$ cat config.mk
export PLATFORM = sky130hd
export DESIGN_NAME = rq0_unpack_stream
export DESIGN_NICKNAME = d
export VERILOG_FILES = /design/src/rtl/rq0_unpack_stream.sv
export SDC_FILE = /design/constraint.sdc
export NUM_CORES = 1
export LEC_CHECK = 0
export CAP_MARGIN = 5
export CORE_MARGIN = 4
export CORE_UTILIZATION = 40
export DETAILED_ROUTE_END_ITERATION = 10
export GPL_TIMING_DRIVEN = 0
export PLACE_DENSITY_LB_ADDON = 0.25
export SYNTH_ARGS = -nofsm -noshare
export SYNTH_HDL_FRONTEND = slang
export SYNTH_SLANG_ARGS = --single-unit
$ cat constraint.sdc
create_clock -name clk -period 2.35 [get_ports clk]
set_clock_uncertainty 0.05 [all_clocks]
set_input_delay 0.3525 -clock clk [delete_from_list [all_inputs] [get_ports clk]]
set_output_delay 0.3525 -clock clk [all_outputs]
set_load 0.03 [all_outputs]
$ cat src/rtl/rq0_unpack_stream.sv
// rq0_unpack_stream: unpacks a packed Rq polynomial into 13-bit coefficients.
// Input arrives as 32-bit little-endian words. One byte per cycle moves into a
// 20-bit bit accumulator, and one 13-bit coefficient per cycle is taken from it.
// After the N-1 packed coefficients, the block emits the reconstructed last
// coefficient, (-sum) mod 2^13.
module rq0_unpack_stream (
  input  logic        clk,
  input  logic        rst_n,
  input  logic        start,
  input  logic [31:0] in_word,
  input  logic        in_valid,
  output logic        in_ready,
  output logic [12:0] coef_out,
  output logic        coef_valid,
  input  logic        coef_ready,
  output logic        coef_last,
  output logic        busy,
  output logic        done
);

  localparam int unsigned N      = 701;
  localparam int unsigned LOG_Q  = 13;
  localparam int unsigned WORDS  = 285;
  localparam int unsigned NPACK  = N - 1;
  localparam int unsigned ACC_W  = 20;
  localparam int unsigned WCNT_W = 9;
  localparam int unsigned CCNT_W = 10;
  localparam int unsigned BCNT_W = 5;

  typedef enum logic [1:0] {
    S_IDLE = 2'd0,
    S_RUN  = 2'd1,
    S_LAST = 2'd2
  } state_t;

  state_t              state, state_n;
  logic [31:0]         wreg, wreg_n;
  logic                wfull, wfull_n;
  logic [1:0]          bptr, bptr_n;
  logic [WCNT_W-1:0]   wcnt, wcnt_n;
  logic [ACC_W-1:0]    acc, acc_n;
  logic [BCNT_W-1:0]   bit_cnt, bit_cnt_n;
  logic [CCNT_W-1:0]   coef_cnt, coef_cnt_n;
  logic [LOG_Q-1:0]    sum, sum_n;
  logic                in_ready_n;
  logic [LOG_Q-1:0]    coef_out_n;
  logic                coef_valid_n;
  logic                coef_last_n;
  logic                busy_n;
  logic                done_n;

  logic                word_take;
  logic                coef_hs;
  logic                ext;
  logic                ins;
  logic [7:0]          sel_byte;

  // State and output registers; reset aborts any operation in progress
  always_ff @(posedge clk or negedge rst_n) begin
    if (!rst_n) begin
      state      <= S_IDLE;
      wreg       <= '0;
      wfull      <= 1'b0;
      bptr       <= '0;
      wcnt       <= '0;
      acc        <= '0;
      bit_cnt    <= '0;
      coef_cnt   <= '0;
      sum        <= '0;
      in_ready   <= 1'b0;
      coef_out   <= '0;
      coef_valid <= 1'b0;
      coef_last  <= 1'b0;
      busy       <= 1'b0;
      done       <= 1'b0;
    end else begin
      state      <= state_n;
      wreg       <= wreg_n;
      wfull      <= wfull_n;
      bptr       <= bptr_n;
      wcnt       <= wcnt_n;
      acc        <= acc_n;
      bit_cnt    <= bit_cnt_n;
      coef_cnt   <= coef_cnt_n;
      sum        <= sum_n;
      in_ready   <= in_ready_n;
      coef_out   <= coef_out_n;
      coef_valid <= coef_valid_n;
      coef_last  <= coef_last_n;
      busy       <= busy_n;
      done       <= done_n;
    end
  end

  // Next-state logic: word load, byte insert, coefficient extraction, phase changes
  always_comb begin
    state_n      = state;
    wreg_n       = wreg;
    wfull_n      = wfull;
    bptr_n       = bptr;
    wcnt_n       = wcnt;
    acc_n        = acc;
    bit_cnt_n    = bit_cnt;
    coef_cnt_n   = coef_cnt;
    sum_n        = sum;
    coef_out_n   = coef_out;
    coef_valid_n = coef_valid;
    coef_last_n  = coef_last;
    done_n       = 1'b0;

    word_take = in_valid & in_ready;
    coef_hs   = coef_valid & coef_ready;
    sel_byte  = wreg[{bptr, 3'b000} +: 8];
    // Extraction stops after the last packed coefficient; any leftover bits are dropped
    ext = (state == S_RUN) && (bit_cnt >= BCNT_W'(LOG_Q)) &&
          (!coef_valid || coef_ready) && (coef_cnt < CCNT_W'(NPACK));
    ins = (state == S_RUN) && wfull && ((bit_cnt < BCNT_W'(LOG_Q)) || ext);

    case (state)
      S_IDLE: begin
        if (start) begin
          state_n    = S_RUN;
          wfull_n    = 1'b0;
          bptr_n     = '0;
          wcnt_n     = '0;
          acc_n      = '0;
          bit_cnt_n  = '0;
          coef_cnt_n = '0;
          sum_n      = '0;
        end
      end
      S_RUN: begin
        if (word_take) begin
          wreg_n  = in_word;
          wfull_n = 1'b1;
          bptr_n  = '0;
          wcnt_n  = wcnt + WCNT_W'(1);
        end
        if (coef_hs) begin
          coef_valid_n = 1'b0;
        end
        if (ext) begin
          coef_out_n   = acc[LOG_Q-1:0];
          coef_valid_n = 1'b1;
          acc_n        = acc >> LOG_Q;
          bit_cnt_n    = bit_cnt - BCNT_W'(LOG_Q);
          sum_n        = sum + acc[LOG_Q-1:0];
          coef_cnt_n   = coef_cnt + CCNT_W'(1);
        end
        if (ins) begin
          acc_n     = acc_n | (ACC_W'(sel_byte) << bit_cnt_n);
          bit_cnt_n = bit_cnt_n + BCNT_W'(8);
          bptr_n    = bptr + 2'd1;
          if (bptr == 2'd3) begin
            wfull_n = 1'b0;
          end
        end
        // Last packed coefficient accepted: load the reconstructed one in the same cycle
        if (coef_hs && (coef_cnt == CCNT_W'(NPACK))) begin
          state_n      = S_LAST;
          wfull_n      = 1'b0;
          acc_n        = '0;
          bit_cnt_n    = '0;
          coef_out_n   = LOG_Q'(0) - sum;
          coef_valid_n = 1'b1;
          coef_last_n  = 1'b1;
        end
      end
      S_LAST: begin
        if (coef_hs) begin
          state_n      = S_IDLE;
          coef_valid_n = 1'b0;
          coef_last_n  = 1'b0;
          done_n       = 1'b1;
        end
      end
      default: begin
        state_n = S_IDLE;
      end
    endcase

    busy_n     = (state_n != S_IDLE);
    in_ready_n = (state_n == S_RUN) && !wfull_n && (wcnt_n < WCNT_W'(WORDS));
  end

endmodule

==> Implementation_results.wiki, run 1 <==
{| class="wikitable"
! Metric !! Value
|-
| Result of the run || complete, but fails checks
|-
| Violations in the final reports || negative setup slack
|-
| Area taken by flip-flops and latches || 2810 um2
|-
| Worst voltage drop across the vdd grid || 680 uV
|-
| Maximum number of pins on one net before global-route repair || 91
|-
| Number of inserted filler cells in the final layout || 1342
|-
| Final #Nets || 846
|-
| Cell accounting for the most synthesized area || dfrtp_1
|-
| DR DRC count || 0
|-
| Max H-tree Level || 3
|-
| Period utilization || 1.06
|-
| Leftover overflow at the end of global routing || 0
|-
| Cell count after synthesis || 673
|-
| Total track usage || 0.194
|-
| Type of the most critical hold path || input port to async pin
|-
| Main area contributors after synthesis || dfrtp_1 (42%), mux2_2 (5.8%), nand2_1 (4.8%)
|-
| Initial core utilization || 0.412
|-
| Maximum net fanout on the critical path || 3
|-
| Dominant register cell in the synthesized netlist || dfrtp_1
|-
| Clock buffers created by TritonCTS || 9
|-
| Multi-input combinational cell area || 4110 um2
|-
| Setup Total Neg Slack || -1.42 ns
|-
| Crit path arrival time || 2.74 ns
|-
| Count of state elements after synthesis || 112
|-
| Count of buffer and inverter cells on the critical path || 4
|-
| Non-Filler Cell Area, Final || 8840 um2
|-
| Die area || 18600 um2
|-
| Number of violations of the max-capacitance limit || 0
|-
| Transition time at the pin with the least slew margin || 0.655 ns
|-
| Synth Cell Area || 6610 um2
|-
| Ratio of total power to cell area || 1350 nW/um2
|-
| Min Tclk post-route || 2.50 ns
|-
| Worst setup timing slack at the placement stage || -0.607 ns
|-
| Top cell by count, worst path || buf_6
|-
| DR WL/cell || 17.9 um
|-
| Crit start category || register
|-
| End-of-flow core utilization || 0.550
|-
| Worst-path cell with the longest stage delay || or4_4
|-
| Number of vias after detailed routing || 5772
|-
| Max Root-Sink Buffers || 2
|-
| Number of synthesized flops with an enable pin || 0
|-
| Insertion delay to the later sink of the worst-skew pair || 0.36 ns
|-
| Cell area after placement || 7480 um2
|-
| Fraction of final layout cells sized beyond drive strength 1 || 0.284
|-
| Standard-cell rows || 46
|-
| Detailed-route wire length || 18.0 mm
|-
| Clock sink count || 112
|-
| Layout-stage area growth over the synthesis result || 33.7%
|-
| Fraction of post-synthesis cell area in the top cell type by area || 0.424
|-
| Number of max-slew violations in the final report || 0
|-
| Height of the die || 137 um
|-
| Initial antenna violation count || 0
|-
| Number of nets with antenna violations after detailed routing || 0
|-
| First-pass GRT wire length || 28.8 mm
|-
| Ys async rst share || 1.00
|-
| Clk root buf || clkbuf_16
|-
| Maximum single-stage delay on the critical path || 0.54 ns
|-
| Via count of the first global-routing pass || 5821
|-
| Family with the most delay on the worst path || simple AND/OR/NAND/NOR gates
|-
| Horiz. Die Dim || 137 um
|-
| Sequential share of the synthesized area || 0.424
|-
| Antenna diode count || 0
|-
| Post-DP HPWL || 12.4 mm
|-
| Critical path required time || 2.59 ns
|-
| Max_slew headroom || 0.563
|-
| Cell Chain, Critical Path || buf_6 > buf_6 > o311a_4 > nor2_4 > buf_6 > nor4_4 > xnor2_2 > buf_4 > or4_4 > o221ai_2
|-
| P_leak || 3.65 nW
|-
| Final Worst Setup Slack || -0.153 ns
|-
| Count of cell types in the netlist || 68
|-
| Kind of end point of the critical path || register
|-
| Mean post-synth cell area || 9.82 um2
|-
| Setup Crit Path Kind || register to register
|-
| Power, Total || 11.9 mW
|-
| Finish-stage setup viols || 22
|-
| RSZ-0062 raised after global routing || true
|-
| Area inside the core boundary || 16100 um2
|-
| Maximum frequency from static timing analysis || 400 MHz
|-
| Post-DR vias/cell || 5.74
|-
| Final estimated routing congestion in global placement || 0.921
|-
| Syn. warnings || 0
|-
| Number of hold violations in the final report || 0
|-
| Port bufs || 54
|-
| Pre-antenna DRT Iters || 5
|-
| Boundary pin count || 55
|-
| Clock transition at the register clock pins on the worst setup and hold paths after CTS || 0.08 ns
|-
| Starting DRT DRC Count || 485
|-
| TritonCTS clock tree || done
|-
| Total nets after synthesis || 734
|}
-- logic make-up after synthesis --
group           share of synthesized area
mux                                 0.111
fa+ha+maj                          0.0466
buf+inv                            0.0316
flops                               0.424
xor+xnor                           0.0485
simple gates                        0.164
compound gates                      0.175
-- cells in the final DEF (no fill, tap or decap), drive strengths merged, types with 19 or more instances in the layout --
master	instances
clkbuf	26
nor2	46
buf	63
a21oi	26
nand3	33
o21ai	63
mux2	34
clkdlybuf4s50	53
xor2	21
ha	23
mux2i	19
dfrtp	112
nand2	84
-- state kept, by name, indices dropped and copies added (netlist names) --
signal,count
bptr,2
done,1
coef_cnt,10
coef_last,1
wreg,32
coef_valid,1
coef_out,13
busy,1
bit_cnt,5
wfull,1
acc,20
in_ready,1
state,2
sum,13
wcnt,9
-- routing by layer --
layer | part of all wire | global-route usage
met2 | 0.49 | 0.324
met1 | 0.43 | 0.245
met3 | 0.047 | 0.0368
met4 | 0.029 | 0.0862
met5 | 0 | 0
-- report_power, final --
part | switching, mW | leakage, nW | internal (mW)
clock network | 0.727 | 0.170 | 1.04
logic | 3.83 | 2.03 | 3.09
registers | 0.588 | 1.45 | 2.63
-- repair_timing --
| item | 4_1_cts | 5_1_grt |
|---|---|---|
| cloned | 1 | 2 |
| buffers inserted | 27 | 17 |
| endpoints found under the hold margin | 22 | 0 |
| hold buffers | 1 | 0 |
| endpoints found under the setup margin | 65 | 78 |
| pin swaps | 28 | 24 |
| gates resized for setup | 83 | 80 |
-- cells in the mapped netlist (all sizes together), types with 2 or more instances --
master / instances
o211ai: 9
o31ai: 5
o21a: 4
o32ai: 2
a21oi: 26
a41oi: 2
o32a: 2
ha: 23
xnor2: 13
inv: 18
a22oi: 9
nor2: 46
clkbuf: 20
nor4: 5
and2: 2
a211oi: 6
a41o: 2
o21bai: 3
o221ai: 10
or2: 4
nand4: 12
nor2b: 3
a22o: 3
a31oi: 7
nand3: 33
a21o: 8
xor2: 21
buf: 13
o21ai: 63
o41ai: 2
mux2: 34
or3: 4
nor3: 11
and3: 7
mux4: 7
mux2i: 19
dfrtp: 112
a32o: 4
nand2: 84
-- metrics by stage --
step / cells / hold slack, ns
after detailed placement: 944 / 0.177
after global routing: 1006 / 0.384
after CTS: 988 / 0.357
final: 1006 / 0.358
after global placement: 943 / 0.414
after floorplan: 673 / 0.00691
-- worst paths after layout --
kind | start | to | slack, ns | cells after the start
worst min-delay path | rst_n | sum[11] | 0.36 | 2
min in group clk | coef_out[3] | coef_out[3] | 0.43 | 2
max in group asynchronous | rst_n | state[0] | 1.13 | 3
worst max register to register | bit_cnt[1] | acc[17] | -0.15 | 10
worst max-delay path | bit_cnt[1] | acc[17] | -0.15 | 10
worst min register to register | coef_out[3] | coef_out[3] | 0.43 | 2
-- cell type report --
| class | count | area share |
|---|---|---|
| clock inverters | 7 | 0.0133 |
| clock buffers | 9 | 0.0255 |
| repair buffers | 102 | 0.112 |
| flip-flops and latches | 112 | 0.318 |
| well taps | 216 | 0.0306 |
| multi-input cells | 510 | 0.465 |
| plain buffers | 32 | 0.0268 |
| inverters | 18 | 0.00863 |
-- worst reg2reg max path: cells and delay by family, from the launching register on --
kind,cells,cell delay [ns]
buffers and inverters,4,0.53
AO/OA/AOI/OAI,2,0.55
AND/OR/NAND/NOR,3,0.75
flip-flops,1,0.38
XOR/XNOR,1,0.17
(Power assumes the default switching activity.)
==> run 2: changes to the inputs <==
Settings changed: GPL_ROUTABILITY_DRIVEN set to 0.
==> run 2 against run 1 <==
  * The flow still finishes with violations (negative setup slack)
  * Combinational power is 2.9% lower
  * Final cell count is 0.50% lower
  * Clock-buffer cell count stayed put
  * Sequential cell count stayed put
  * Die area stayed put
  * Wire length is 1.8% lower
  * Non-clock buffer count is 5 lower
  * Critical path type unchanged
  * Largest cell class unchanged
  * Sequential share of layout area is 0.83 points higher
  * Worst hold slack worse by 0.0074 ns
==> Implementation_results.wiki, run 2 (synthesis gave the netlist of run 1 again) <==
{| class="wikitable"
! Metric !! Value
|-
| Result of the run || complete, but fails checks
|-
| Violations in the final reports || negative setup slack
|-
| Worst setup timing slack at the placement stage || -0.618 ns (-0.0108 ns)
|-
| Period utilization || 1.06 (-0.00629)
|-
| Type of the most critical hold path || input port to async pin
|-
| Placed cell count || 944 (unchanged)
|-
| Clock transition at the register clock pins on the worst setup and hold paths after CTS || 0.08 ns (about the same)
|-
| Cell area after placement || 7480 um2 (unchanged)
|-
| Height of the die || 137 um (unchanged)
|-
| Biggest register || wreg
|-
| Fraction of power consumed by the clock network || 0.139 (-0.010)
|-
| RSZ-0062 raised after global routing || true
|-
| Finish-stage setup viols || 21 (-4.5%)
|-
| Detailed-route wire length || 17.7 mm (-1.8%)
|-
| Worst flop-to-flop path startpoint || bit_cnt[0]
|-
| Multi-input combinational cell area || 4000 um2 (-2.6%)
|-
| Maximum frequency from static timing analysis || 402 MHz (+0.59%)
|-
| Transition time at the pin with the least slew margin || 0.641 ns (-0.0147 ns)
|-
| Area taken by flip-flops and latches || 2810 um2 (+0.13%)
|-
| Layout-stage area growth over the synthesis result || 30.5%
|-
| Worst voltage drop across the vdd grid || 690 uV (+1.5%)
|-
| Number of inserted filler cells in the final layout || 1383 (+3.1%)
|-
| Cell Chain, Critical Path || buf_6 > o311a_4 > nor2_4 > nor4_4 > buf_4 > xor2_4 > or4_4 > o221ai_2
|-
| Initial core utilization || 0.412 (unchanged)
|-
| Worst-path cell with the longest stage delay || or4_4
|-
| DR WL/cell || 17.7 um (-1.3%)
|-
| Combinational fraction of design power || 0.583 (+0.002)
|-
| Maximum number of pins on one net before global-route repair || 92 (+1.1%)
|-
| DR DRC count || 0 (unchanged)
|-
| Ratio of total power to cell area || 1340 nW/um2 (-0.78%)
|-
| Max_slew headroom || 0.573 (+0.00979)
|-
| Clock sink count || 112 (unchanged)
|-
| Via count of the first global-routing pass || 5664 (-2.7%)
|-
| Standard-cell rows || 46 (unchanged)
|-
| Fraction of final layout cells sized beyond drive strength 1 || 0.262 (-0.0211)
|-
| Highest-count cells in the layout ignoring fill and taps || dfrtp_1 (103), nand2_1 (82), clkdlybuf4s50_1 (53)
|-
| TritonCTS clock tree || done
|-
| Critical path required time || 2.59 ns (about the same)
|-
| Max H-tree Level || 3 (unchanged)
|-
| Final #Nets || 841 (-0.59%)
|-
| Final Worst Setup Slack || -0.138 ns (+0.0148 ns)
|-
| Sequential power share || 0.278 (+0.008)
|-
| Min Tclk post-route || 2.49 ns (-0.0148 ns)
|-
| Starting DRT DRC Count || 536 (+11%)
|-
| Most common library cell in the layout ignoring fill and taps || dfrtp_1
|-
| Post-DR vias/cell || 5.72 (-0.23%)
|-
| Crit path arrival time || 2.73 ns (about the same)
|-
| Leftover overflow at the end of global routing || 0 (unchanged)
|-
| Initial antenna violation count || 0 (unchanged)
|-
| Finished Layout Cells || 1001 (-0.50%)
|-
| Pre-antenna DRT Iters || 6 (+1)
|-
| Number of violations of the max-capacitance limit || 0 (unchanged)
|-
| Insertion delay to the later sink of the worst-skew pair || 0.37 ns (about the same)
|-
| P_leak || 3.59 nW (-1.8%)
|-
| R2R setup slack || -0.14 ns (about the same)
|-
| Area inside the core boundary || 16100 um2 (unchanged)
|-
| Count of buffer and inverter cells on the critical path || 2 (-2)
|-
| Maximum single-stage delay on the critical path || 0.48 ns (-0.06 ns)
|-
| Kind of end point of the critical path || register
|-
| Boundary pin count || 55 (unchanged)
|-
| Number of cells on the worst reg-to-reg path || 8 (-2)
|-
| Number of vias after detailed routing || 5730 (-0.73%)
|-
| Clk root buf || clkbuf_16
|-
| Switching part of the total power || 0.439 (+0.00724)
|-
| Sw Pwr || 5.07 mW (-1.6%)
|-
| Port bufs || 54 (unchanged)
|-
| Maximum net fanout on the critical path || 8 (+5)
|-
| Setup Crit Path Kind || register to register
|-
| Non-Filler Cell Area, Final || 8630 um2 (-2.4%)
|-
| First-pass GRT wire length || 28.6 mm (-0.58%)
|-
| Die area || 18600 um2 (unchanged)
|-
| Number of nets with antenna violations after detailed routing || 0 (unchanged)
|-
| Total track usage || 0.193 (-0.000782)
|-
| Antenna diode count || 0 (unchanged)
|-
| Max FFs per register || 32 (unchanged)
|-
| Crit start category || register
|-
| Max Root-Sink Buffers || 2 (unchanged)
|-
| Power, Total || 11.5 mW (-3.2%)
|-
| Regs by FF count || wreg: 32 flops, acc: 20 flops
|-
| Number of max-slew violations in the final report || 0 (unchanged)
|-
| Reg2Reg Capture Point || acc[17]
|-
| Clock buffers created by TritonCTS || 9 (unchanged)
|-
| Family with the most delay on the worst path || simple AND/OR/NAND/NOR gates
|-
| Post-Route Hold Slack || 0.351 ns (-0.00744 ns)
|-
| Internal portion of total power || 6.47 mW (-4.4%)
|-
| Number of hold violations in the final report || 0 (unchanged)
|-
| Post-DP HPWL || 12.3 mm (-0.66%)
|-
| Horiz. Die Dim || 137 um (unchanged)
|}
run 2: stage by stage:
| step | setup TNS (ns) | utilization |
|---|---|---|
| global placement | -418.28 | 0.464 |
| CTS | -0.656 | 0.513 |
| floorplan | 0 | - |
| detailed placement | -23.88 | 0.466 |
| finish | -1.34 | 0.537 |
| global route | -3.09 | 0.537 |
run 2: power by group through the flow:
stage,logic (mW),clock network (mW),registers (mW)
2_1_floorplan,3.80,0,3.27
5_1_grt,7.29,1.72,3.31
3_3_place_gp,5.31,0,3.17
6_report,6.73,1.60,3.21
4_1_cts,6.12,1.65,3.17
3_5_place_dp,5.41,0,3.20
run 2: layout make-up:
cell class | instances | share of cell area
multi-input combinational | 510 | 0.464
buffer | 32 | 0.0260
tap | 216 | 0.0313
timing repair buffer | 97 | 0.109
clock buffer | 9 | 0.0261
inverter | 18 | 0.00841
sequential | 112 | 0.326
clock inverter | 7 | 0.00899
run 2: worst reg2reg max path, delay by kind of cell, from the launching register on:
kind | cells | cell delay (ns)
AO/OA/AOI/OAI | 2 | 0.54
XOR/XNOR | 1 | 0.19
buffers and inverters | 2 | 0.32
flip-flops | 1 | 0.47
AND/OR/NAND/NOR | 3 | 0.85
run 2: what timing repair did:
action                                 in CTS  in global routing
buffers inserted                           24                 18
hold buffers                                1                  0
endpoints found under the hold margin      21                  0
gates cloned                                0                  1
pin swaps                                  31                 19
setup endpoints to repair                  60                 55
resized for setup                          69                 61
run 2: how the worst max path moves through the flow:
stage,from,end,slack [ns],cells past startpoint
detailed placement,coef_ready,acc[14],-0.62,9
global placement,rst_n,bit_cnt[0],-3.97,1
floorplan,bit_cnt[1],acc[19],0.006,9
CTS,bit_cnt[0],acc[18],-0.08,9
global route,bit_cnt[0],acc[19],-0.18,9
finish,bit_cnt[0],acc[17],-0.14,8
run 2: layer usage:
layer | global-route usage | wire length [um]
met2 | 0.326 | 8850
met5 | 0 | 0
met4 | 0.0728 | 492
met1 | 0.244 | 7530
met3 | 0.0408 | 833
==> run 3: changes to the inputs <==
==> constraint.sdc (replaced) <==
create_clock -name clk -period 2.35 [get_ports clk]
set_clock_uncertainty 0.05 [all_clocks]
set_input_delay 0.47 -clock clk [delete_from_list [all_inputs] [get_ports clk]]
set_output_delay 0.47 -clock clk [all_outputs]
set_load 0.03 [all_outputs]
==> run 3 against run 2 <==
  * The run still ends with negative setup slack left
  * Global-route usage is essentially flat
  * Sequential cell count is the same
  * Fmax shrank 0.25%
  * Combinational power grew 4.8%
  * First-iteration DRC count shrank 0.93%
  * Cell area grew 2.2%
  * Largest power group unchanged
  * Highest routed layer unchanged
  * Largest cell class unchanged
  * Wire length grew 3.2%
  * Critical endpoint unchanged
  * Clock-buffer cell count is the same
==> Implementation_results.wiki, run 3 (synthesis gave the netlist of run 1 again) <==
{| class="wikitable"
! Metric !! Value
|-
| Clk root buf || clkbuf_16
|-
| Min Tclk post-route || 2.49 ns (+0.00634 ns)
|-
| Maximum net fanout on the critical path || 5 (-3)
|-
| Detailed-route wire length || 18.3 mm (+3.2%)
|-
| Sequential power share || 0.270 (-0.008)
|-
| Max H-tree Level || 3 (unchanged)
|-
| Biggest register || wreg
|-
| Final Worst Setup Slack || -0.144 ns (-0.00634 ns)
|-
| Boundary pin count || 55 (unchanged)
|-
| Power, Total || 11.9 mW (+2.9%)
|-
| Switching part of the total power || 0.439 (about the same)
|-
| P_leak || 3.67 nW (+2.4%)
|-
| Hold Crit Depth || 2
|-
| Number of nets with antenna violations after detailed routing || 0 (unchanged)
|-
| Standard-cell rows || 46 (unchanged)
|-
| Number of hold violations in the final report || 0 (unchanged)
|-
| Setup Total Neg Slack || -1.06 ns (+0.280 ns)
|-
| Clock sink count || 112 (unchanged)
|-
| Via count of the first global-routing pass || 5687 (+0.41%)
|-
| Combinational fraction of design power || 0.594 (+0.011)
|-
| Number of inserted filler cells in the final layout || 1350 (-2.4%)
|-
| Crit path arrival time || 2.73 ns (about the same)
|-
| Pre-antenna DRT Iters || 8 (+2)
|-
| Starting DRT DRC Count || 531 (-0.93%)
|-
| Fraction of final layout cells sized beyond drive strength 1 || 0.284 (+0.0219)
|-
| Highest-count cells in the layout ignoring fill and taps || dfrtp_1 (103), nand2_1 (81), clkdlybuf4s50_1 (52)
|-
| Max FFs per register || 32 (unchanged)
|-
| Initial antenna violation count || 0 (unchanged)
|-
| Height of the die || 137 um (unchanged)
|-
| Final #Nets || 851 (+1.2%)
|-
| Post-Route Hold Slack || 0.432 ns (+0.0812 ns)
|-
| Critical path required time || 2.58 ns (about the same)
|-
| Maximum frequency from static timing analysis || 401 MHz (-0.25%)
|-
| Violations in the final reports || negative setup slack
|-
| Internal portion of total power || 6.65 mW (+2.8%)
|-
| Sw Pwr || 5.22 mW (+2.9%)
|-
| Setup Crit Path Kind || register to register
|-
| R2R setup slack || -0.14 ns (about the same)
|-
| Total track usage || 0.194 (+0.000314)
|-
| Kind of end point of the critical path || register
|-
| Number of max-slew violations in the final report || 0 (unchanged)
|-
| DR WL/cell || 18.1 um (+2.1%)
|-
| Insertion delay to the later sink of the worst-skew pair || 0.37 ns (about the same)
|-
| Worst flop-to-flop path startpoint || bit_cnt[0]
|-
| Reg2Reg Capture Point || acc[17]
|-
| Antenna diode count || 0 (unchanged)
|-
| Clock transition at the register clock pins on the worst setup and hold paths after CTS || 0.08 ns (about the same)
|-
| Transition time at the pin with the least slew margin || 0.649 ns (+0.00865 ns)
|-
| Finish-stage setup viols || 18 (-14%)
|-
| Horiz. Die Dim || 137 um (unchanged)
|-
| Area inside the core boundary || 16100 um2 (unchanged)
|-
| End-of-flow core utilization || 0.549 (+0.0117)
|-
| Number of violations of the max-capacitance limit || 0 (unchanged)
|-
| Maximum number of pins on one net before global-route repair || 92 (unchanged)
|-
| Die area || 18600 um2 (unchanged)
|-
| Regs by FF count || wreg: 32 flops, acc: 20 flops
|-
| Layout-stage area growth over the synthesis result || 33.3%
|-
| Endpoint, Worst Hold || coef_out[11]
|-
| Clock buffers created by TritonCTS || 9 (unchanged)
|-
| Post-DR vias/cell || 5.78 (+1.0%)
|-
| Period utilization || 1.06 (+0.00270)
|-
| Hold path startpoint || coef_out[11]
|-
| Number of cells on the worst reg-to-reg path || 8 (unchanged)
|-
| First-pass GRT wire length || 28.7 mm (+0.34%)
|-
| Most common library cell in the layout ignoring fill and taps || dfrtp_1
|-
| RSZ-0062 raised after global routing || true
|-
| Number of vias after detailed routing || 5845 (+2.0%)
|-
| DR DRC count || 0 (unchanged)
|-
| Type of the most critical hold path || register to register
|-
| Crit start category || register
|-
| TritonCTS clock tree || done
|-
| Fraction of power consumed by the clock network || 0.135 (-0.004)
|-
| Initial core utilization || 0.412 (unchanged)
|-
| Max_slew headroom || 0.567 (-0.00577)
|-
| Post-DP HPWL || 12.3 mm (unchanged)
|-
| Leftover overflow at the end of global routing || 0 (unchanged)
|-
| Port bufs || 54 (unchanged)
|-
| Max Root-Sink Buffers || 2 (unchanged)
|-
| Worst voltage drop across the vdd grid || 689 uV (-0.15%)
|-
| Result of the run || complete, but fails checks
|-
| Ratio of total power to cell area || 1350 nW/um2 (+0.69%)
|}
==> run 3: through the flow <==
stage          setup slack, ns  cells  cell area (um2)
6_report                -0.144   1011             8810
5_1_grt                 -0.206   1011             8810
4_1_cts                -0.0705    985             8270
3_5_place_dp            -0.735    944             7480
3_3_place_gp             -4.09    943             7450
2_1_floorplan          0.00571    673             6640
==> run 3: what timing repair did <==
item,CTS,global route
setup endpoints to repair,60,52
hold buffers,1,0
buffers inserted,27,29
resized for setup,72,89
hold endpoints to repair,21,0
gates cloned,0,2
pin swaps,32,28
==> run 3: per-layer routing <==
metal  global-route usage  part of all wire  vias to the layer above
met5                    0                 0                        -
met4               0.0700             0.029                        0
met3               0.0401             0.047                       51
met2                0.328              0.50                      204
met1                0.245              0.42                     2883
li1                     -                 -                     2707
==> run 3: power by group through the flow <==
stage	Combinational [mW]	Clock, mW	Sequential (mW)
global placement	5.31	0	3.17
floorplan	3.80	0	3.27
CTS	6.17	1.65	3.17
global route	7.61	1.71	3.30
detailed placement	5.41	0	3.20
finish	7.05	1.60	3.21
==> run 3: worst max path at each step <==
stage                    start         end
floorplan           bit_cnt[1]     acc[19]
global placement         rst_n  bit_cnt[0]
detailed placement  coef_ready     acc[14]
CTS                 bit_cnt[0]      acc[7]
global route        bit_cnt[0]     acc[14]
finish              bit_cnt[0]     acc[17]
==> run 3: area by class of cell <==
type                    instances  area [um2]  area share
plain buffers                  32         244      0.0277
clock buffers                   9         225      0.0256
clock inverters                 7        77.6     0.00880
inverters                      18        72.6     0.00823
multi-input cells             510        4070       0.462
flip-flops and latches        112        2810       0.319
well taps                     216         270      0.0307
repair buffers                107        1040       0.118
==> run 3: worst max-delay path, cell delays in order, from the launching register on <==
cell	delay, ns
dfrtp_2	0.47
buf_6	0.15
o311a_4	0.36
nor2_4	0.28
nor4_4	0.09
xnor2_2	0.16
buf_4	0.16
or4_4	0.51
o221ai_2	0.19
